===== src/rtl/ema_seq_alu.sv =====
// Sequential ADD / radix-2 shift-add MULT responder for the EMA filter datapath.
// One job at a time; the result is registered and announced by a one-cycle valid_o pulse.
module ema_seq_alu #(
    parameter int Win  = 8,
    parameter int Wout = 8
) (
    input  logic                 clk,
    input  logic                 rst,
    input  logic [Win-1:0]       op1_i,
    input  logic [Win:0]         op2_i,
    input  logic                 valid_i,
    input  logic [1:0]           mode_i,
    output logic [Win+Wout-1:0]  res_o,
    output logic                 valid_o,
    output logic                 busy_o
);

    localparam int RW = Win + Wout;
    localparam int AW = (2 * Win + 1 > RW) ? 2 * Win + 1 : RW;
    localparam int CW = $clog2(Win + 1);

    localparam logic [1:0] MODE_ADD  = 2'd1;
    localparam logic [1:0] MODE_MULT = 2'd2;

    typedef enum logic [1:0] {
        S_IDLE,
        S_ADD_EXEC,
        S_MUL_RUN,
        S_DONE
    } state_t;

    state_t          state_q, state_d;
    logic [Win-1:0]  opa_q, opa_d;
    logic [Win:0]    opb_q, opb_d;
    logic [1:0]      mode_q, mode_d;
    logic [AW-1:0]   mcand_q, mcand_d;
    logic [AW-1:0]   acc_q, acc_d;
    logic [CW-1:0]   cnt_q, cnt_d;
    logic [RW-1:0]   res_q, res_d;

    logic            free;
    logic            accept;
    logic            last_iter;
    logic [AW-1:0]   addend;
    logic [AW-1:0]   acc_sum;
    logic [RW-1:0]   add_sum;

    // Handshake: a request is taken when valid_i=1 with mode ADD/MULT while the
    // block is IDLE or DONE (busy_o=0); anything else on the request channel is dropped.
    assign free   = (state_q == S_IDLE) || (state_q == S_DONE);
    assign accept = free && valid_i && ((mode_i == MODE_ADD) || (mode_i == MODE_MULT));

    assign add_sum = {{(RW - Win){opa_q[Win-1]}}, opa_q}
                   + {{(RW - Win - 1){opb_q[Win]}}, opb_q};

    // The multiplier bit currently examined is always opb_q[0]; the top bit carries negative weight.
    assign last_iter = (cnt_q == CW'(Win));
    assign addend    = opb_q[0] ? mcand_q : '0;
    assign acc_sum   = last_iter ? (acc_q - addend) : (acc_q + addend);

    always_comb begin
        state_d = state_q;
        opa_d   = opa_q;
        opb_d   = opb_q;
        mode_d  = mode_q;
        mcand_d = mcand_q;
        acc_d   = acc_q;
        cnt_d   = cnt_q;
        res_d   = res_q;

        case (state_q)
            S_IDLE, S_DONE: begin
                state_d = S_IDLE;
                if (accept) begin
                    opa_d   = op1_i;
                    opb_d   = op2_i;
                    mode_d  = mode_i;
                    mcand_d = {{(AW - Win){op1_i[Win-1]}}, op1_i};
                    acc_d   = '0;
                    cnt_d   = '0;
                    state_d = (mode_i == MODE_ADD) ? S_ADD_EXEC : S_MUL_RUN;
                end
            end
            S_ADD_EXEC: begin
                res_d   = add_sum;
                state_d = S_DONE;
            end
            S_MUL_RUN: begin
                acc_d   = acc_sum;
                mcand_d = mcand_q << 1;
                opb_d   = opb_q >> 1;
                cnt_d   = cnt_q + CW'(1);
                if (last_iter) begin
                    res_d   = acc_sum[RW-1:0];
                    state_d = S_DONE;
                end
            end
            default: state_d = S_IDLE;
        endcase
    end

    always_ff @(posedge clk) begin
        if (rst) begin
            state_q <= S_IDLE;
            opa_q   <= '0;
            opb_q   <= '0;
            mode_q  <= '0;
            mcand_q <= '0;
            acc_q   <= '0;
            cnt_q   <= '0;
            res_q   <= '0;
        end else begin
            state_q <= state_d;
            opa_q   <= opa_d;
            opb_q   <= opb_d;
            mode_q  <= mode_d;
            mcand_q <= mcand_d;
            acc_q   <= acc_d;
            cnt_q   <= cnt_d;
            res_q   <= res_d;
        end
    end

    assign res_o   = res_q;
    assign valid_o = (state_q == S_DONE);
    assign busy_o  = (state_q == S_ADD_EXEC) || (state_q == S_MUL_RUN);

endmodule


===== config.mk =====
export PLATFORM = sky130hd
export DESIGN_NAME = ema_seq_alu
export DESIGN_NICKNAME = d
export VERILOG_FILES = /design/src/rtl/ema_seq_alu.sv
export SDC_FILE = /design/constraint.sdc
export NUM_CORES = 1
export LEC_CHECK = 0
export ABC_AREA = 1
export CAP_MARGIN = 20
export CORE_MARGIN = 3
export CORE_UTILIZATION = 40
export DETAILED_ROUTE_END_ITERATION = 10
export GPL_TIMING_DRIVEN = 1
export PLACE_DENSITY = 0.63
export RECOVER_POWER = 50
export SETUP_SLACK_MARGIN = 0.5
export SLEW_MARGIN = 0
export SYNTH_ARGS = -nofsm -noshare
export SYNTH_HDL_FRONTEND = slang
export SYNTH_SLANG_ARGS = --single-unit
export TNS_END_PERCENT = 20

===== constraint.sdc =====
create_clock -name clk -period 2.68 [get_ports clk]
set_input_delay 0.536 -clock clk [delete_from_list [all_inputs] [get_ports clk]]
set_output_delay 0.536 -clock clk [all_outputs]
set_load 0.01 [all_outputs]

==> results by group, run 1 <==
Critical path
  – FF-to-FF path depth: 21
  – Critical path launch point type: register
  – Crit path buffers/inverters: 5
  – WP data arrival: ~2.9 ns
  – CP Class: register to register
  – Critical path fanouts, max: 6
  – Critical Path Stages: 21
  – CP max stage delay: roughly 0.38 ns
  – Crit path max-delay family: simple AND/OR/NAND/NOR gates
  – Critical R2R Launch: opb_q[0]
  – Crit. Startpoint: opb_q[0]
  – CP Cell Sequence: buf_12, nand2_4, nand2_4, nor2_4, buf_4, buf_4, a21oi_2, xnor2_1, inv_1, ha_4, nand2_2, nor2_4, nand2_1, nand3_2, nand2_2, nand2_1, nand2_1, nand3_1, nand3_1, nand2_1, inv_1
  – CP max-delay cell: dfxtp_4
  – Critical path capture point type: register
  – WP data required: slightly below 3 ns
  – Crit-path most repeated cell: nand2_1

Routing
  – DR vias: roughly 4700
  – Routed Antenna Nets: 0
  – WL final: between 10 and 15 mm
  – First drt pass iteration count: 5
  – Drc violations: 0
  – Initial DRC count: ~210
  – Wire per inst: approximately 15 microns
  – Vias per cell: 5.38

Cells and area
  – Final cell count without fillers: 874
  – Area of the multi-input gates: about 3300 sq um
  – Synth-to-layout area growth: 34.9%
  – Ratio of cells with drive above 1 in the final layout: 0.243
  – FILL cells: roughly 1000
  – Register area: 1430 sq um
  – Diode count: 0
  – Nets: 783

Synthesis
  – #FFs+latches synth: between 70 and 80
  – Mapped cell area: around 4600 sq um
  – Synth Area in Adders: 0.0907
  – Main area contributors after synthesis: dfxtp_1 31%, nand2_1 13%, ha_1 8.2%, o21ai_0 8.1%, inv_1 6.5%
  – Library cells used by synthesis: 41
  – Main combinational cell family by area after synthesis: simple AND/OR/NAND/NOR gates
  – Syn_area_per_cell: ~6.8 sq um
  – Synth Area in Simple Gates: 0.259
  – Area share of the largest cell type after synthesis: 0.310
  – Multiplexer share of the synthesized area: 0
  – Top post-synthesis cells by count: 156 x nand2_1, 79 x inv_1, 74 x o21ai_0, 71 x dfxtp_1, 55 x a21oi_1
  – Mapped Nets: 731
  – Yosys warnings: 0
  – Sequential fraction of the synthesis area: 0.310
  – EDFF count, synth: 0
  – Post-synthesis compound-gate area fraction: 0.211
  – Fraction of registers with async set/reset: 0
  – Cells after synthesis: roughly 680
  – Largest area contributor in the netlist: dfxtp_1
  – Primary FF master, synth: dfxtp_1
  – Xor and xnor area share after synthesis: 0.0249
  – Count leader, synth: nand2_1

Floorplanning
  – Ports: 40
  – Die Ht: roughly 110 microns
  – Area of the core: approximately 11000 sq um
  – Die width: between 100 and 150 microns
  – Die area: ~13000 sq um
  – Starting density of the core: 0.415
  – Row count: 38

Place
  – Final Wtd Congestion: a little under 0.9
  – Port-buffer cells: 39
  – Hpwl dp: between 9 and 10 mm
  – Cells after DPL: about 840

Global route
  – Initial antenna violation count: 0
  – First-pass GRT wire length: between 20 and 25 mm
  – Vias in the first global route: 4500
  – Gr usage total: 0.199
  – Largest net degree at the start of global routing: 81
  – Total grt overflow: 0

Timing
  – Final Hold Fails: 0
  – Setup-failing EPs final: 0
  – Unrepaired setup endpoints after global routing: true
  – Slew @ Worst Pin: 1.01 ns
  – Minimum clock period: about 2.6 ns
  – Period utilization: 0.988
  – Slew headroom: 0.328
  – Final Slew Violations: 0
  – Max Freq: 378 MHz
  – Skew final: between 0.006 and 0.007 ns

Hold path
  – Hold Path Depth: 2
  – HP Class: register to register
  – Min-delay src: acc_q[0]

Clock tree
  – TritonCTS clock tree: yes
  – Max Buffers Root-to-Sink: 2
  – CTS Sinks: between 70 and 80
  – H-tree lvl count: 3
  – Cts hold-fix bufs: 0
  – Clk Latency, worst-skew pair: 0.33 ns
  – Total CTS buffers: 9
  – Clock-pin slew on the worst setup and hold paths: about 0.060 ns
  – Root buffer cell: clkbuf_16

Run
  – MaxCap Viol Count: 0

Outcome
  – Status: finished clean
[logic make-up (layout without fill, tap and decap cells)]
kind of cell	Yosys count	count (layout)
compound gates	175	175
xor+xnor	13	13
fa+ha+maj	32	32
buf+inv	113	170
flops	71	71
simple gates	273	273
[tightest hold or removal path, delay by kind of cell, from the launching register on]
kind	cells	cell delay, ns
flip-flops	1	0.30
buffers and inverters	1	0.06
AO/OA/AOI/OAI	1	0.06
[cell type report]
class                           instances  share of cell area
Clock buffer                           11              0.0409
Tap cell                              140              0.0283
Multi-Input combinational cell        493               0.526
Sequential cell                        71               0.231
Clock inverter                          5              0.0130
Timing Repair Buffer                   71               0.110
Inverter                               83              0.0508
[per-stage QoR]
step                      setup slack (ns)  instance area, sq um  hold slack, ns   util  setup TNS [ns]
final                               0.0310                  6180           0.470  0.560               0
after global routing                -0.128                  6180           0.497  0.560           -1.05
after CTS                            0.140                  5820           0.470  0.528               0
after detailed placement           -0.0247                  5220           0.460  0.473         -0.0597
after global placement              0.0228                  5220           0.444  0.473               0
after floorplan                      0.379                  4670           0.435      -               0
[cells in the final DEF, fill, tap and decap left out, drive strengths merged, types with 3 or more instances in the layout]
master         count
a211oi             4
a21oi             58
a31oi             24
buf               29
clkbuf            14
clkdlybuf4s50     20
dfxtp             71
dlygate4sd3       18
ha                30
inv               83
nand2            167
nand3             46
nand3b             3
nand4              3
nor2              45
nor3               4
o211ai             4
o21ai             78
or2                3
xnor2              6
xor2               7
[timing repair]
item,in CTS,in global routing
buffers inserted,10,6
endpoints found under the setup margin,30,56
cloned,0,1
pin swaps,15,43
resized for setup,45,88
[sequential cells by signal (all words and copies together), names as in the netlist]
name     count
opb_q        9
opa_q        8
state_q      2
acc_q       16
mcand_q     16
res_o       16
cnt_q        4
[path summary, 6_finish.rpt]
| kind | end | slack [ns] |
|---|---|---|
| worst max-delay path | res_o[8] | 0.03 |
| worst min-delay path | acc_q[0] | 0.47 |
| worst max register to register | res_o[8] | 0.03 |
| worst min register to register | acc_q[0] | 0.47 |
[layer usage]
layer | part of all wire | GRT usage
met1 | 0.46 | 0.257
met3 | 0.042 | 0.0396
met2 | 0.48 | 0.337
met5 | 0 | 0
met4 | 0.018 | 0.0609
Power of run 1 is left out: the tool's default activity adds up to more than one toggle a clock period on the data nets, which glitch-free logic cannot reach.
==> run 2: changes to the inputs <==
--- a/config.mk
+++ b/config.mk
@@ -11,6 +11,7 @@
 export CORE_UTILIZATION = 40
 export DETAILED_ROUTE_END_ITERATION = 10
 export GPL_TIMING_DRIVEN = 1
+export MAX_ROUTING_LAYER = met4
 export PLACE_DENSITY = 0.63
 export RECOVER_POWER = 50
 export SETUP_SLACK_MARGIN = 0.5
==> run 2 against run 1 <==
Register-to-register slack better by 0.06 ns. Cell count is 0.80% lower. Final area is 4.6% lower. Sequential share of layout area is 1.1 points higher. First-iteration DRC count is 9.9% lower. Critical endpoint is now acc_q[13].
==> results by group, run 2 (synthesis results as in run 1) <==
Routing
  – Initial DRC count: 191
  – Drc violations: 0
  – Wire per inst: 14.9 microns
  – WL final: roughly 13 mm
  – DR vias: around 4700
  – First drt pass iteration count: 7
  – Vias per cell: between 5 and 6
  – Routed Antenna Nets: 0

Cells and area
  – Synth-to-layout area growth: 28.8%
  – Ratio of cells with drive above 1 in the final layout: 0.193
  – Diode count: 0
  – Final cell count without fillers: 867
  – Commonest non-fill, non-tap cell in the layout: nand2_1
  – Nets: just under 800
  – Most frequent cells in the layout: 136 x nand2_1, 73 x inv_1, 68 x dfxtp_1, 66 x o21ai_0, 43 x a21oi_1
  – Fin area: just under 6000 sq um

Run
  – MaxCap Viol Count: 0

Critical path
  – Crit-path most repeated cell: nand2_1
  – Critical path fanouts, max: 12
  – Critical path capture point type: register
  – WP data arrival: 2.86 ns
  – CP Class: register to register
  – CP max-delay cell: dfxtp_2
  – CP Cell Sequence: buf_12, nand2_4, nand2_2, nor2_4, nand2_4, nand2_4, o21ai_4, a21oi_2, xor2_1, ha_1, nand2_1, nand2_1, o21bai_1, a21oi_2, nand2_1, nand2_1, nand3_2, a21oi_1
  – Crit path max-delay family: simple AND/OR/NAND/NOR gates
  – Crit path buffers/inverters: 1
  – Critical path launch point type: register
  – WP data required: 2.95 ns
  – CP max stage delay: 0.33 ns

Global route
  – Vias in the first global route: around 4500
  – First-pass GRT wire length: between 20 and 25 mm
  – Initial antenna violation count: 0
  – Total grt overflow: 0
  – Largest net degree at the start of global routing: 81
  – Gr usage total: 0.209

Timing
  – Minimum clock period: between 2 and 3 ns
  – Skew final: 0.00683 ns
  – Slew headroom: 0.662
  – Period utilization: 0.967
  – Final Hold Fails: 0
  – Unrepaired setup endpoints after global routing: true
  – Final Slew Violations: 0
  – Hold WS: ~0.46 ns
  – Max Freq: between 300 and 400 MHz
  – Slew @ Worst Pin: a little over 0.5 ns
  – Setup-failing EPs final: 0

Clock tree
  – Root buffer cell: clkbuf_16
  – TritonCTS clock tree: yes
  – Total CTS buffers: 9
  – H-tree lvl count: 3
  – Clk Latency, worst-skew pair: ~0.33 ns
  – Max Buffers Root-to-Sink: 2
  – CTS Sinks: between 70 and 80
  – Clock-pin slew on the worst setup and hold paths: approximately 0.060 ns

Floorplanning
  – Row count: 38
  – Die area: between 10000 and 15000 sq um
  – Die width: between 100 and 150 microns
  – Starting density of the core: 0.415
  – Ports: 40
  – Die Ht: about 110 microns
  – Area of the core: 11000 sq um

Place
  – Final Wtd Congestion: 0.904
  – Placed inst area: approximately 5200 sq um
  – Hpwl dp: 9.03 mm
  – Cells after DPL: between 800 and 900
  – Port-buffer cells: 39

Outcome
  – Status: finished clean

Hold path
  – HP Class: register to register
[run 2: cell count changes in the layout (fill, tap and decap cells not counted), moves of 3 or more]
cell / before / now
a21oi_2: 17 / 14
clkbuf_1: 2 / 5
buf_4: 24 / 20
nor2_4: 10 / 7
a21oi_1: 39 / 43
nand2_4: 19 / 11
nand2_1: 125 / 136
nand3_1: 28 / 35
nand3_2: 16 / 10
inv_2: 14 / 9
inv_1: 68 / 73
[run 2: path summary, 6_finish.rpt]
kind,startpoint,end,slack [ns],cells past startpoint
worst max-delay path,opb_q[0],acc_q[13],0.09,18
worst min-delay path,acc_q[0],acc_q[0],0.46,2
worst max register to register,opb_q[0],acc_q[13],0.09,18
worst min register to register,acc_q[0],acc_q[0],0.46,2
[run 2: worst register-to-register path: cells and delay by family, from the launching register on]
family,cells,cell delay (ns)
xor gates and xnor gates,1,0.19
DFF,1,0.33
and+or+nand+nor,10,0.85
adders and majority gates,1,0.30
buffers and inverters,1,0.15
AOI/OAI and AO/OA,5,0.69
[run 2: final cells by class]
class                      instances  area (sq um)
fill                            1075          5130
multi-input combinational        493          3090
sequential                        71          1430
timing repair buffer              64           599
tap                              140           175
clock inverter                     3          42.5
clock buffer                      13           250
inverter                          83           314
[run 2: per-stage QoR]
step,setup TNS [ns],setup WS (ns),utilization
floorplan,0,0.379,-
finish,0,0.0874,0.535
CTS,0,0.124,0.520
global route,-0.689,-0.115,0.535
global placement,0,0.0243,0.473
detailed placement,-0.0219,-0.0127,0.473
[run 2: what timing repair did]
action,in CTS,in global routing
setup endpoints to repair,30,56
buffers inserted,7,3
pin swaps,14,13
hold endpoints to repair,0,0
hold buffers,0,0
resized for setup,41,44
[run 2: per-layer routing]
metal | up-vias | part of all wire | global-route usage
li1 | 2332 | - | -
met1 | 2202 | 0.46 | 0.261
met2 | 113 | 0.48 | 0.342
met3 | 28 | 0.043 | 0.0273
met4 | 0 | 0.023 | 0.0825
met5 | - | 0 | -
Power of run 2 is left out for the same reason.
